<file path="src/rtl/alu_pkg.sv">
// Shared definitions for the sequential ALU: opcode encodings and FSM states.
package alu_pkg;

  localparam logic [2:0] OP_AND = 3'b000;
  localparam logic [2:0] OP_OR  = 3'b001;
  localparam logic [2:0] OP_ADD = 3'b010;
  localparam logic [2:0] OP_SUB = 3'b011;
  localparam logic [2:0] OP_XOR = 3'b100;
  localparam logic [2:0] OP_NOR = 3'b101;
  localparam logic [2:0] OP_SLT = 3'b110;
  localparam logic [2:0] OP_MUL = 3'b111;

  typedef enum logic [1:0] {
    IDLE = 2'b00,
    BUSY = 2'b01,
    DONE = 2'b10
  } state_t;

endpackage

</file>
<file path="src/rtl/alu_core.sv">
// Single-cycle combinational ALU datapath; MUL is handled by the sequential wrapper
// and yields zero here.
module alu_core import alu_pkg::*; #(
  parameter int WIDTH = 4
) (
  input  logic [WIDTH-1:0] a,
  input  logic [WIDTH-1:0] b,
  input  logic [2:0]       control,
  output logic [WIDTH-1:0] result,
  output logic             carry,
  output logic             overflow
);

  logic             sub;
  logic [WIDTH-1:0] b_op;
  logic [WIDTH:0]   sum;
  logic             add_ovf;
  logic             slt;

  // SUB is A + ~B + 1, so the adder carry-out reads as "no borrow".
  assign sub     = (control == OP_SUB);
  assign b_op    = sub ? ~b : b;
  assign sum     = {1'b0, a} + {1'b0, b_op} + {{WIDTH{1'b0}}, sub};
  assign add_ovf = (a[WIDTH-1] == b_op[WIDTH-1]) && (sum[WIDTH-1] != a[WIDTH-1]);
  assign slt     = $signed(a) < $signed(b);

  always_comb begin
    // NOTE: every output gets a default before the case so no path leaves it
    // unassigned, which would otherwise infer a latch.
    result   = '0;
    carry    = 1'b0;
    overflow = 1'b0;
    unique case (control)
      OP_AND: result = a & b;
      OP_OR:  result = a | b;
      OP_ADD, OP_SUB: begin
        result   = sum[WIDTH-1:0];
        carry    = sum[WIDTH];
        overflow = add_ovf;
      end
      OP_XOR: result = a ^ b;
      OP_NOR: result = ~(a | b);
      OP_SLT: result = {{(WIDTH-1){1'b0}}, slt};
      default: result = '0;
    endcase
  end

endmodule

</file>
<file path="src/rtl/alu_seq.sv">
// Handshaked ALU: single-cycle ops finish in one cycle, MUL runs a WIDTH-cycle
// shift-add loop; the result is held in DONE until the consumer takes it.
module alu_seq import alu_pkg::*; #(
  parameter int WIDTH = 4
) (
  input  logic             clock,
  input  logic             reset,
  input  logic             in_valid,
  output logic             in_ready,
  input  logic [WIDTH-1:0] A,
  input  logic [WIDTH-1:0] B,
  input  logic [2:0]       control,
  output logic             out_valid,
  input  logic             out_ready,
  output logic [WIDTH-1:0] result,
  output logic             zero,
  output logic             negative,
  output logic             carry,
  output logic             overflow
);

  localparam int             CW   = $clog2(WIDTH);
  localparam logic [CW-1:0]  LAST = CW'(WIDTH - 1);

  state_t           state, state_next;
  logic             accept;
  logic             last_iter;

  logic [WIDTH-1:0] core_result;
  logic             core_carry;
  logic             core_overflow;

  logic [WIDTH-1:0] mcand;
  logic [WIDTH-1:0] mplier;
  logic [WIDTH-1:0] acc;
  logic [WIDTH-1:0] acc_next;
  logic [CW-1:0]    count;

  alu_core #(.WIDTH(WIDTH)) u_core (
    .a        (A),
    .b        (B),
    .control  (control),
    .result   (core_result),
    .carry    (core_carry),
    .overflow (core_overflow)
  );

  assign accept    = in_valid && in_ready;
  assign last_iter = (count == LAST);
  assign acc_next  = acc + (mplier[0] ? mcand : '0);

  always_ff @(posedge clock) begin
    // NOTE: sequential state uses non-blocking assignments so every register
    // samples pre-edge values regardless of statement order.
    if (reset) state <= IDLE;
    else       state <= state_next;
  end

  always_comb begin
    state_next = state;
    in_ready   = 1'b0;
    out_valid  = 1'b0;
    unique case (state)
      IDLE: begin
        in_ready = 1'b1;
        if (in_valid) state_next = (control == OP_MUL) ? BUSY : DONE;
      end
      BUSY: if (last_iter) state_next = DONE;
      DONE: begin
        out_valid = 1'b1;
        if (out_ready) state_next = IDLE;
      end
      default: state_next = IDLE;
    endcase
  end

  // Result and flags change only at acceptance (single-cycle ops) or on the
  // final multiply iteration, so they stay frozen while DONE waits.
  always_ff @(posedge clock) begin
    if (reset) begin
      result   <= '0;
      carry    <= 1'b0;
      overflow <= 1'b0;
      mcand    <= '0;
      mplier   <= '0;
      acc      <= '0;
      count    <= '0;
    end else if (accept) begin
      if (control == OP_MUL) begin
        mcand  <= A;
        mplier <= B;
        acc    <= '0;
        count  <= '0;
      end else begin
        result   <= core_result;
        carry    <= core_carry;
        overflow <= core_overflow;
      end
    end else if (state == BUSY) begin
      acc    <= acc_next;
      mcand  <= mcand << 1;
      mplier <= mplier >> 1;
      if (last_iter) begin
        count    <= '0;
        result   <= acc_next;
        carry    <= 1'b0;
        overflow <= 1'b0;
      end else begin
        count <= count + CW'(1);
      end
    end
  end

  assign zero     = ~|result;
  assign negative = result[WIDTH-1];

endmodule

</file>
<file path="config.mk">
export PLATFORM = sky130hd
export DESIGN_NAME = alu_seq
export DESIGN_NICKNAME = d
export VERILOG_FILES = /design/src/rtl/alu_pkg.sv /design/src/rtl/alu_core.sv /design/src/rtl/alu_seq.sv
export SDC_FILE = /design/constraint.sdc
export NUM_CORES = 1
export LEC_CHECK = 0
export BUFFER_PORTS_ARGS = -buffer_cell sky130_fd_sc_hd__buf_4
export CORE_MARGIN = 1.5
export CORE_UTILIZATION = 40
export CTS_BUF_LIST = sky130_fd_sc_hd__clkbuf_8 sky130_fd_sc_hd__clkbuf_16
export DETAILED_ROUTE_END_ITERATION = 10
export SYNTH_ARGS = -nofsm -noshare
export SYNTH_HDL_FRONTEND = slang
export SYNTH_SLANG_ARGS = --single-unit
</file>
<file path="constraint.sdc">
create_clock -name clock -period 6.66 [get_ports clock]
set_clock_uncertainty 0.1 [all_clocks]
set_input_delay 1.332 -clock clock [delete_from_list [all_inputs] [get_ports clock]]
set_output_delay 1.332 -clock clock [all_outputs]
set_load 0.02 [all_outputs]
</file>
==> results of run 1 <==
==> flip-flops by register name, summed over array words and instances, names as in the netlist <==
register  flops
acc           4
carry         1
count         2
mcand         4
mplier        4
overflow      1
result        4
state         2
==> path summary, 6_finish.rpt <==
kind                            slack (ns)  cells after the start        end  startpoint
worst max register to register        4.52                      5  result[0]    state[1]
worst min-delay path                  0.36                      2  mplier[3]   mplier[3]
worst max-delay path                  3.55                      9  result[3]  control[2]
worst min register to register        0.36                      2  mplier[3]   mplier[3]
==> critical path, cell delays in order <==
cell and delay (ns):
sky130_fd_sc_hd__buf_4 0.18, sky130_fd_sc_hd__nand3b_1 0.25, sky130_fd_sc_hd__xnor2_1 0.24, sky130_fd_sc_hd__ha_1 0.27, sky130_fd_sc_hd__o21a_1 0.17, sky130_fd_sc_hd__o22ai_1 0.26, sky130_fd_sc_hd__xnor2_1 0.16, sky130_fd_sc_hd__a211oi_1 0.09
sky130_fd_sc_hd__a211oi_1 0.24
==> cells in the mapped netlist, drive strengths merged <==
master,count
nand2,26
dfxtp,22
ha,19
a21oi,17
nor2,16
inv,12
a211oi,9
nand3,9
a311oi,6
and2,6
buf,6
xor2,6
clkbuf,5
nor2b,5
xnor2,5
nand2b,4
mux2i,3
nor4,3
o21ai,3
a211o,2
a21o,2
fa,2
o221ai,2
a2111oi,1
a21boi,1
a22oi,1
a32oi,1
and3b,1
and4bb,1
nand3b,1
nand4,1
nand4b,1
o211ai,1
o21a,1
o21bai,1
o22ai,1
or2,1
or3b,1
==> through the flow <==
stage | hold slack, ns | worst slack, ns | cells | power (W) | cell area [um2]
after global placement | 0.3453 | 3.323 | 268 | 0.0002329 | 1864
after floorplan | 0.3321 | 3.279 | 205 | 0.0002055 | 1685
final | 0.3603 | 3.548 | 272 | 0.0003558 | 1936
after CTS | 0.3597 | 3.538 | 272 | 0.0003594 | 1936
after global routing | 0.3939 | 3.386 | 272 | 0.0003777 | 1936
after detailed placement | 0.3488 | 3.250 | 268 | 0.0002338 | 1864
==> per-layer routing <==
| metal | part of all wire, % | vias to the layer above | track usage, % | wire (um) |
|---|---|---|---|---|
| met1 | 52 | 670 | 26.38 | 1998 |
| li1 | - | 757 | - | - |
| met4 | 0.36 | 0 | 2.250 | 14 |
| met5 | 0 | - | 0 | 0 |
| met3 | 4.7 | 2 | 3.783 | 179 |
| met2 | 43 | 28 | 29.41 | 1648 |
==> logic make-up (layout without fill, tap and decap cells) <==
| family | count (synthesis) | after routing | share of synthesized area [%] |
|---|---|---|---|
| adders and majority gates | 21 | 21 | 16.48 |
| xor gates and xnor gates | 11 | 11 | 5.716 |
| buffers and inverters | 23 | 40 | 6.459 |
| DFF | 22 | 22 | 26.13 |
| and+or+nand+nor | 76 | 76 | 23.31 |
| AOI/OAI and AO/OA | 49 | 49 | 20.12 |
| muxes | 3 | 3 | 1.782 |
==> area by class of cell <==
class	instances	area, um2	area share [%]
multi-input cells	160	1136	58.69
well taps	50	62.56	3.232
flip-flops and latches	22	440.4	22.75
inverters	12	45.04	2.327
repair buffers	24	180.2	9.308
clock buffers	3	41.29	2.133
clock inverters	1	30.03	1.551
==> power breakdown <==
group | total (W) | switching [W] | internal, W
combinational | 0.0000892 | 0.0000513 | 0.0000379
clock | 0.000125 | 0.0000449 | 0.0000803
sequential | 0.000142 | 0.00000460 | 0.000137
total | 0.000356 | 0.000101 | 0.000255
==> out/results.txt, run 1 <==
The y dimension of the die is 67.91 um. Row generation in the floorplan step produced 23 rows. The H-tree depth reported by CTS is 1. Buffers placed on the I/O ports in this run total 24. The post-detailed-routing wire length came out at 3.841 mm. The flow ran to the end, and the final reports show no timing, DRC or antenna violations. The tools report the root cell of the clock tree as sky130_fd_sc_hd__clkbuf_8. The effective utilization at floorplan was 41.83%; the distinct cell type count of the synthesized netlist was 44. The run gives 0.0001053 V as the maximum resistive drop on vdd. The register area share after synthesis is 26.13%, and the data arrival time of the critical path is 3.20 ns. Setup violations remaining at the end of the flow were counted as 0. The die covers 0.004612 mm2.

Across the run, the number of max-cap violations was 0. The floorplan step defined a core boundary enclosing 0.004029 mm2. The number of setup buffers added after CTS is 0, and the synthesized area is 0.001685 mm2. The min-delay analysis places its worst path in the category reg2reg.

Global routing used 18.44% of the available tracks across all layers. After synthesis, the largest area contributor takes up 26.13% of total cell area. In the final layout, the share of cells above drive strength 1 is 14.41%. For this design the ratio of total power to cell area is 183.8 mW/mm2. The setup total negative slack is 0 ns, and the static leakage is 0.8278 nW.

Entering global routing, the biggest net connects 23 pins. Hold violation count in the final report: 0. The headroom to the max-slew limit is 43.87%, and the total vias in the final route is 1,457. A synthesized cell averages 8.221 um2. The first routing iteration left 42 violations.

The peak clock frequency supported by timing was 321.3 MHz; the global placement routability congestion was 0.7469. Relative to the synthesized area, the layout overhead comes to 14.85%. The element type at the critical path end was a flop.

The tools report the later-pin clock latency in the skew report as 0.26 ns. For this design the top-level I/O count stands at 25. The library cell used most frequently in the layout, excluding fill and tap cells, is sky130_fd_sc_hd__nand2_1. Summed over all layers, the global routing overflow is 0. Setup repair after global routing left no endpoint under its margin.

For the number of instances in the synthesized netlist, the log shows 205. The number of antenna diodes in the final layout is 0. TritonCTS built the clock tree.

The final critical-path required period was 3.112 ns; the number of gates resized after cts was 0. For the count of unresolved DRC violations after routing, the log shows 0. In this run the worst path has a maximum fanout of 19. The tools report the global-route wire length before repair as 6.541 mm. The final core utilization was 48.04%; the clock net sink count was 22. The number of nets in the layout was 259. The run gives 3 as the TritonCTS buffer count. Synthesis produced a netlist with a net count of 241. In the routed layout, each cell is associated on average with a via count of 5.357. The synthesized design contains 22 register bits. The setup path with the least slack is of type in2reg. The CTS clock-pin slew for the worst setup and hold paths works out to 0.09 ns. Leaving out fill and tap cells, the most frequent cells in the layout are sky130_fd_sc_hd__nand2_1, sky130_fd_sc_hd__buf_4, sky130_fd_sc_hd__dfxtp_1, sky130_fd_sc_hd__ha_1, sky130_fd_sc_hd__a21oi_1. The synthesized design spends more area on one cell type than any other, namely sky130_fd_sc_hd__dfxtp_1. The run gives 2 as the number of buffers on the longest clock path. The max-slew violation count was 0; the filler cell count in the final layout was 419.

Once detailed placement completed, the half-perimeter wirelength came to 2.907 mm. The sort of element at the start of the critical path is an input pin. The average wire length per cell after detail routing was 14.12 um; the synthesis warning total was 0. For the number of global-route vias before repair, the log shows 1,369. The final period utilization was 46.73%; the required time of the critical path was 6.75 ns.

The first detailed-routing pass took 4 iterations. The floorplan step set the die width to 67.91 um. After synthesis, the cell types taking the most area are sky130_fd_sc_hd__dfxtp_1, sky130_fd_sc_hd__ha_1, sky130_fd_sc_hd__nand2_1, sky130_fd_sc_hd__a21oi_1, sky130_fd_sc_hd__a211oi_1. In this run the remaining antenna-violating nets after routing total 0. The logs give 0 for the number of antenna violations at the first check in global routing and 0 for the number of buffers inserted for hold repair after clock tree synthesis. For the pin with the worst max-slew slack, the measured transition is 0.8414 ns.
(Power assumes the default switching activity.)
==> inputs of run 2 (changes only) <==
--- a/config.mk
+++ b/config.mk
@@ -5,6 +5,7 @@
 export SDC_FILE = /design/constraint.sdc
 export NUM_CORES = 1
 export LEC_CHECK = 0
+export ABC_AREA = 1
 export BUFFER_PORTS_ARGS = -buffer_cell sky130_fd_sc_hd__buf_4
 export CORE_MARGIN = 1.5
 export CORE_UTILIZATION = 40
==> constraint.sdc (replaced) <==
create_clock -name clock -period 3.2 [get_ports clock]
set_clock_uncertainty 0.1 [all_clocks]
set_input_delay 0.64 -clock clock [delete_from_list [all_inputs] [get_ports clock]]
set_output_delay 0.64 -clock clock [all_outputs]
set_load 0.02 [all_outputs]
==> out/results.txt, run 2 <==
The setup path with the least slack is of type in2reg. The register area share after synthesis is 26.31%. The number of setup buffers added after CTS is 0.

For the number of global-route vias before repair, the log shows 1,487. The final critical-path required period came out at 2.224 ns. The tools report the setup total negative slack as 0 ns. In this run the static leakage power is 0.9778 nW. Pin count of the biggest net entering global routing: 18. For the first-pass iteration count of the detailed router, the log shows 4. The number of antenna violations at the first check in global routing was 0; the distinct cell type count of the synthesized netlist was 29.

For the routed length on met1, the log shows 1.930 mm. The routed design has 3.812 mm of wire. The worst setup path is launched from an input pin. The ratio of cells with drive above 1 in the final layout works out to 13.43%. The number of buffers on the longest clock path was 2; the synthesized area was 0.001674 mm2. Setup repair after global routing left no endpoint under its margin. The floorplan die width is 67.70 um. Counting flops and latches in the post-synthesis netlist gives 22.

The run gives 0 as the count of endpoints failing setup in the final report. Count of non-filler cells in the finished layout: 318. TritonCTS created 3 clock buffers.

CTS saw 22 sinks. Based on the critical path, the design can be clocked at up to 449.6 MHz. The repair_antennas step left the layout with diodes totalling 0.

The y dimension of the die is 67.70 um, and the average instance area after synthesis is 6.750 um2. The worst path uses 69.51% of the clock period. The total vias in the final route was 1,600. After synthesis, the cell types taking the most area are sky130_fd_sc_hd__dfxtp_1, sky130_fd_sc_hd__nand2_1, sky130_fd_sc_hd__ha_1, sky130_fd_sc_hd__inv_1, sky130_fd_sc_hd__a21oi_1. The run gives 0 as the count of unresolved DRC violations after routing. The area enclosed by the die boundary is 0.004583 mm2. Yosys instantiated no cell more often than sky130_fd_sc_hd__nand2_1.

The detailed-route vias per instance was 5.031; the core area was 0.004000 mm2. The tools report the number of primary I/O pins as 25. The logs give 0 for the max-slew violation count and 0.001071 mm2 for the total area of multi-input combinational cells.

After clock tree synthesis, the clock-pin slew on the worst setup and hold paths is 0.07 ns. Once the clock tree was built, the resizer swapped 0 gates to a different size. Max-cap violations in this run came to 0.

At the worst endpoint, the arrival time is 2.27 ns. The first global-routing pass estimated 6.706 mm of wire. STA classifies the critical path endpoint as a flop. In the layout the commonest cells are sky130_fd_sc_hd__nand2_1, sky130_fd_sc_hd__inv_1, sky130_fd_sc_hd__buf_4, sky130_fd_sc_hd__dfxtp_1, sky130_fd_sc_hd__a21oi_1. The initial utilization of the core area, before any placement, comes to 41.85%. Number of buffers inserted for hold repair after clock tree synthesis: 0.

For the pin with the worst max-slew slack, the measured transition is 0.3390 ns. For the required time of the critical path, the log shows 3.24 ns. The highest metal layer with signal wires was met4.

Summing internal, switching and leakage power gives 0.0006468 W. For the worst-skew pair, the clock arrives at the later sink with an insertion delay of 0.26 ns. After legalization and detailed placement, the total HPWL measured 3.075 mm. After floorplanning, the core was divided into 23 placement rows. The maximum fanout encountered on the critical timing path was 8.

In this run the clock root is driven by a sky130_fd_sc_hd__clkbuf_8. The tools report the headroom to the max-slew limit as 77.23%. The run finished with clean final reports.

The largest individual stage delay along the critical path comes from the cell sky130_fd_sc_hd__fa_1. Register area: 440.4 um2. Hold violation count in the final report: 0. The run gives 315 as the number of placed cells counting well taps.

Sorting the synthesized cells by how often they occur yields sky130_fd_sc_hd__nand2_1, sky130_fd_sc_hd__inv_1, sky130_fd_sc_hd__dfxtp_1. sky130_fd_sc_hd__dfxtp_1 takes more of the synthesized area than any other cell. At the end of routability-driven placement, the weighted congestion stood at 0.8982. The layout has 415 filler cells. On the worst path, the slowest cell contributes a delay of 0.42 ns. The synthesis-to-finish area growth is 14.50%, and the final-layout worst hold slack is 0.3655 ns. Counting every net in the synthesized netlist gives 284. The critical path goes through buf_4, inv_2, nand3_2, xor2_1, inv_1, fa_1, xnor2_1, nand2_1, nand3_1, o21ai_0, a21oi_1. The synthesized design contains 0 enable-type register cells. The run gives 1 as the H-tree depth reported by CTS. The average wire length per cell after detail routing is 11.99 um. The logs give 1.667 mm for the total length of routed met2 wires and 19.09% for the total routing resource utilization after global routing. In the final design database the tool counted 306 nets. The power density of the placed cells was 337.4 mW/mm2; the maximum resistive drop on vdd was 0.0001671 V. The run gives 0 as the total global routing overflow.

The logs give 0 for the synthesis warning total and 0 for the post-detailed-route count of antenna-violating nets. The most used flip-flop cell after synthesis is sky130_fd_sc_hd__dfxtp_1. For the first-iteration detailed-routing DRC count, the log shows 118. TritonCTS built the clock tree. During placement, the flow inserted port buffers numbering 24. Of all flip-flops after synthesis, the portion carrying an async set or reset was 0%. The class of the most critical hold timing path is reg2reg. Summed over all nets, wire length on met3 after detailed routing comes to 151 um. For the number of instances in the synthesized netlist, the log shows 248. Leaving out fill and tap cells, the most frequent cell in the layout is sky130_fd_sc_hd__nand2_1.

The share of Yosys cell area claimed by the top area cell type is 26.31%.
run 2: kinds of logic after synthesis:
logic type               Yosys count  share of synthesized area, %
buffers and inverters             39                         9.716
adder cells (fa/ha/maj)           21                         16.59
AND/OR/NAND/NOR                  113                         29.37
flip-flops                        22                         26.31
AO/OA/AOI/OAI                     47                         14.87
XOR/XNOR                           6                         3.139
run 2: worst paths after layout:
kind                             endpoint  slack [ns]  cells past startpoint       start
worst max-delay path            result[2]        0.98                     11  control[2]
worst min-delay path             count[1]        0.37                      2    count[1]
worst max register to register  result[2]        1.45                      7   mplier[0]
worst min register to register   count[1]        0.37                      2    count[1]
run 2: routing by layer:
layer  vias up  GRT usage [%]
li1        848              -
met1       714          26.72
met2        34          30.39
met3         4          2.833
met4         0          5.102
met5         -              0
run 2: layout make-up:
| class | instances | area share [%] |
|---|---|---|
| multi-input combinational | 187 | 55.87 |
| clock buffer | 3 | 2.154 |
| sequential | 22 | 22.98 |
| timing repair buffer | 24 | 9.399 |
| inverter | 32 | 6.332 |
| tap | 50 | 3.264 |
run 2: worst max-delay path, delay by kind of cell:
family                   cells  cell delay (ns)
AND/OR/NAND/NOR              3             0.26
XOR/XNOR                     2             0.35
AO/OA/AOI/OAI                2             0.23
adder cells (fa/ha/maj)      1             0.42
buffers and inverters        3             0.35
run 2: power by group:
part           internal (W)  switching, W  leakage [nW]  total, W
clock network     0.0000838     0.0000824        0.0216  0.000166
registers          0.000287    0.00000976         0.179  0.000297
logic             0.0000705      0.000114         0.777  0.000184
run 2: per-stage QoR:
step	util [%]	instance area [um2]	worst slack [ns]
floorplan	-	1674	0.8544
global placement	46.89	1876	0.7684
detailed placement	46.89	1876	0.7019
CTS	47.92	1917	0.9717
global route	47.92	1917	0.7631
finish	47.92	1917	0.9757
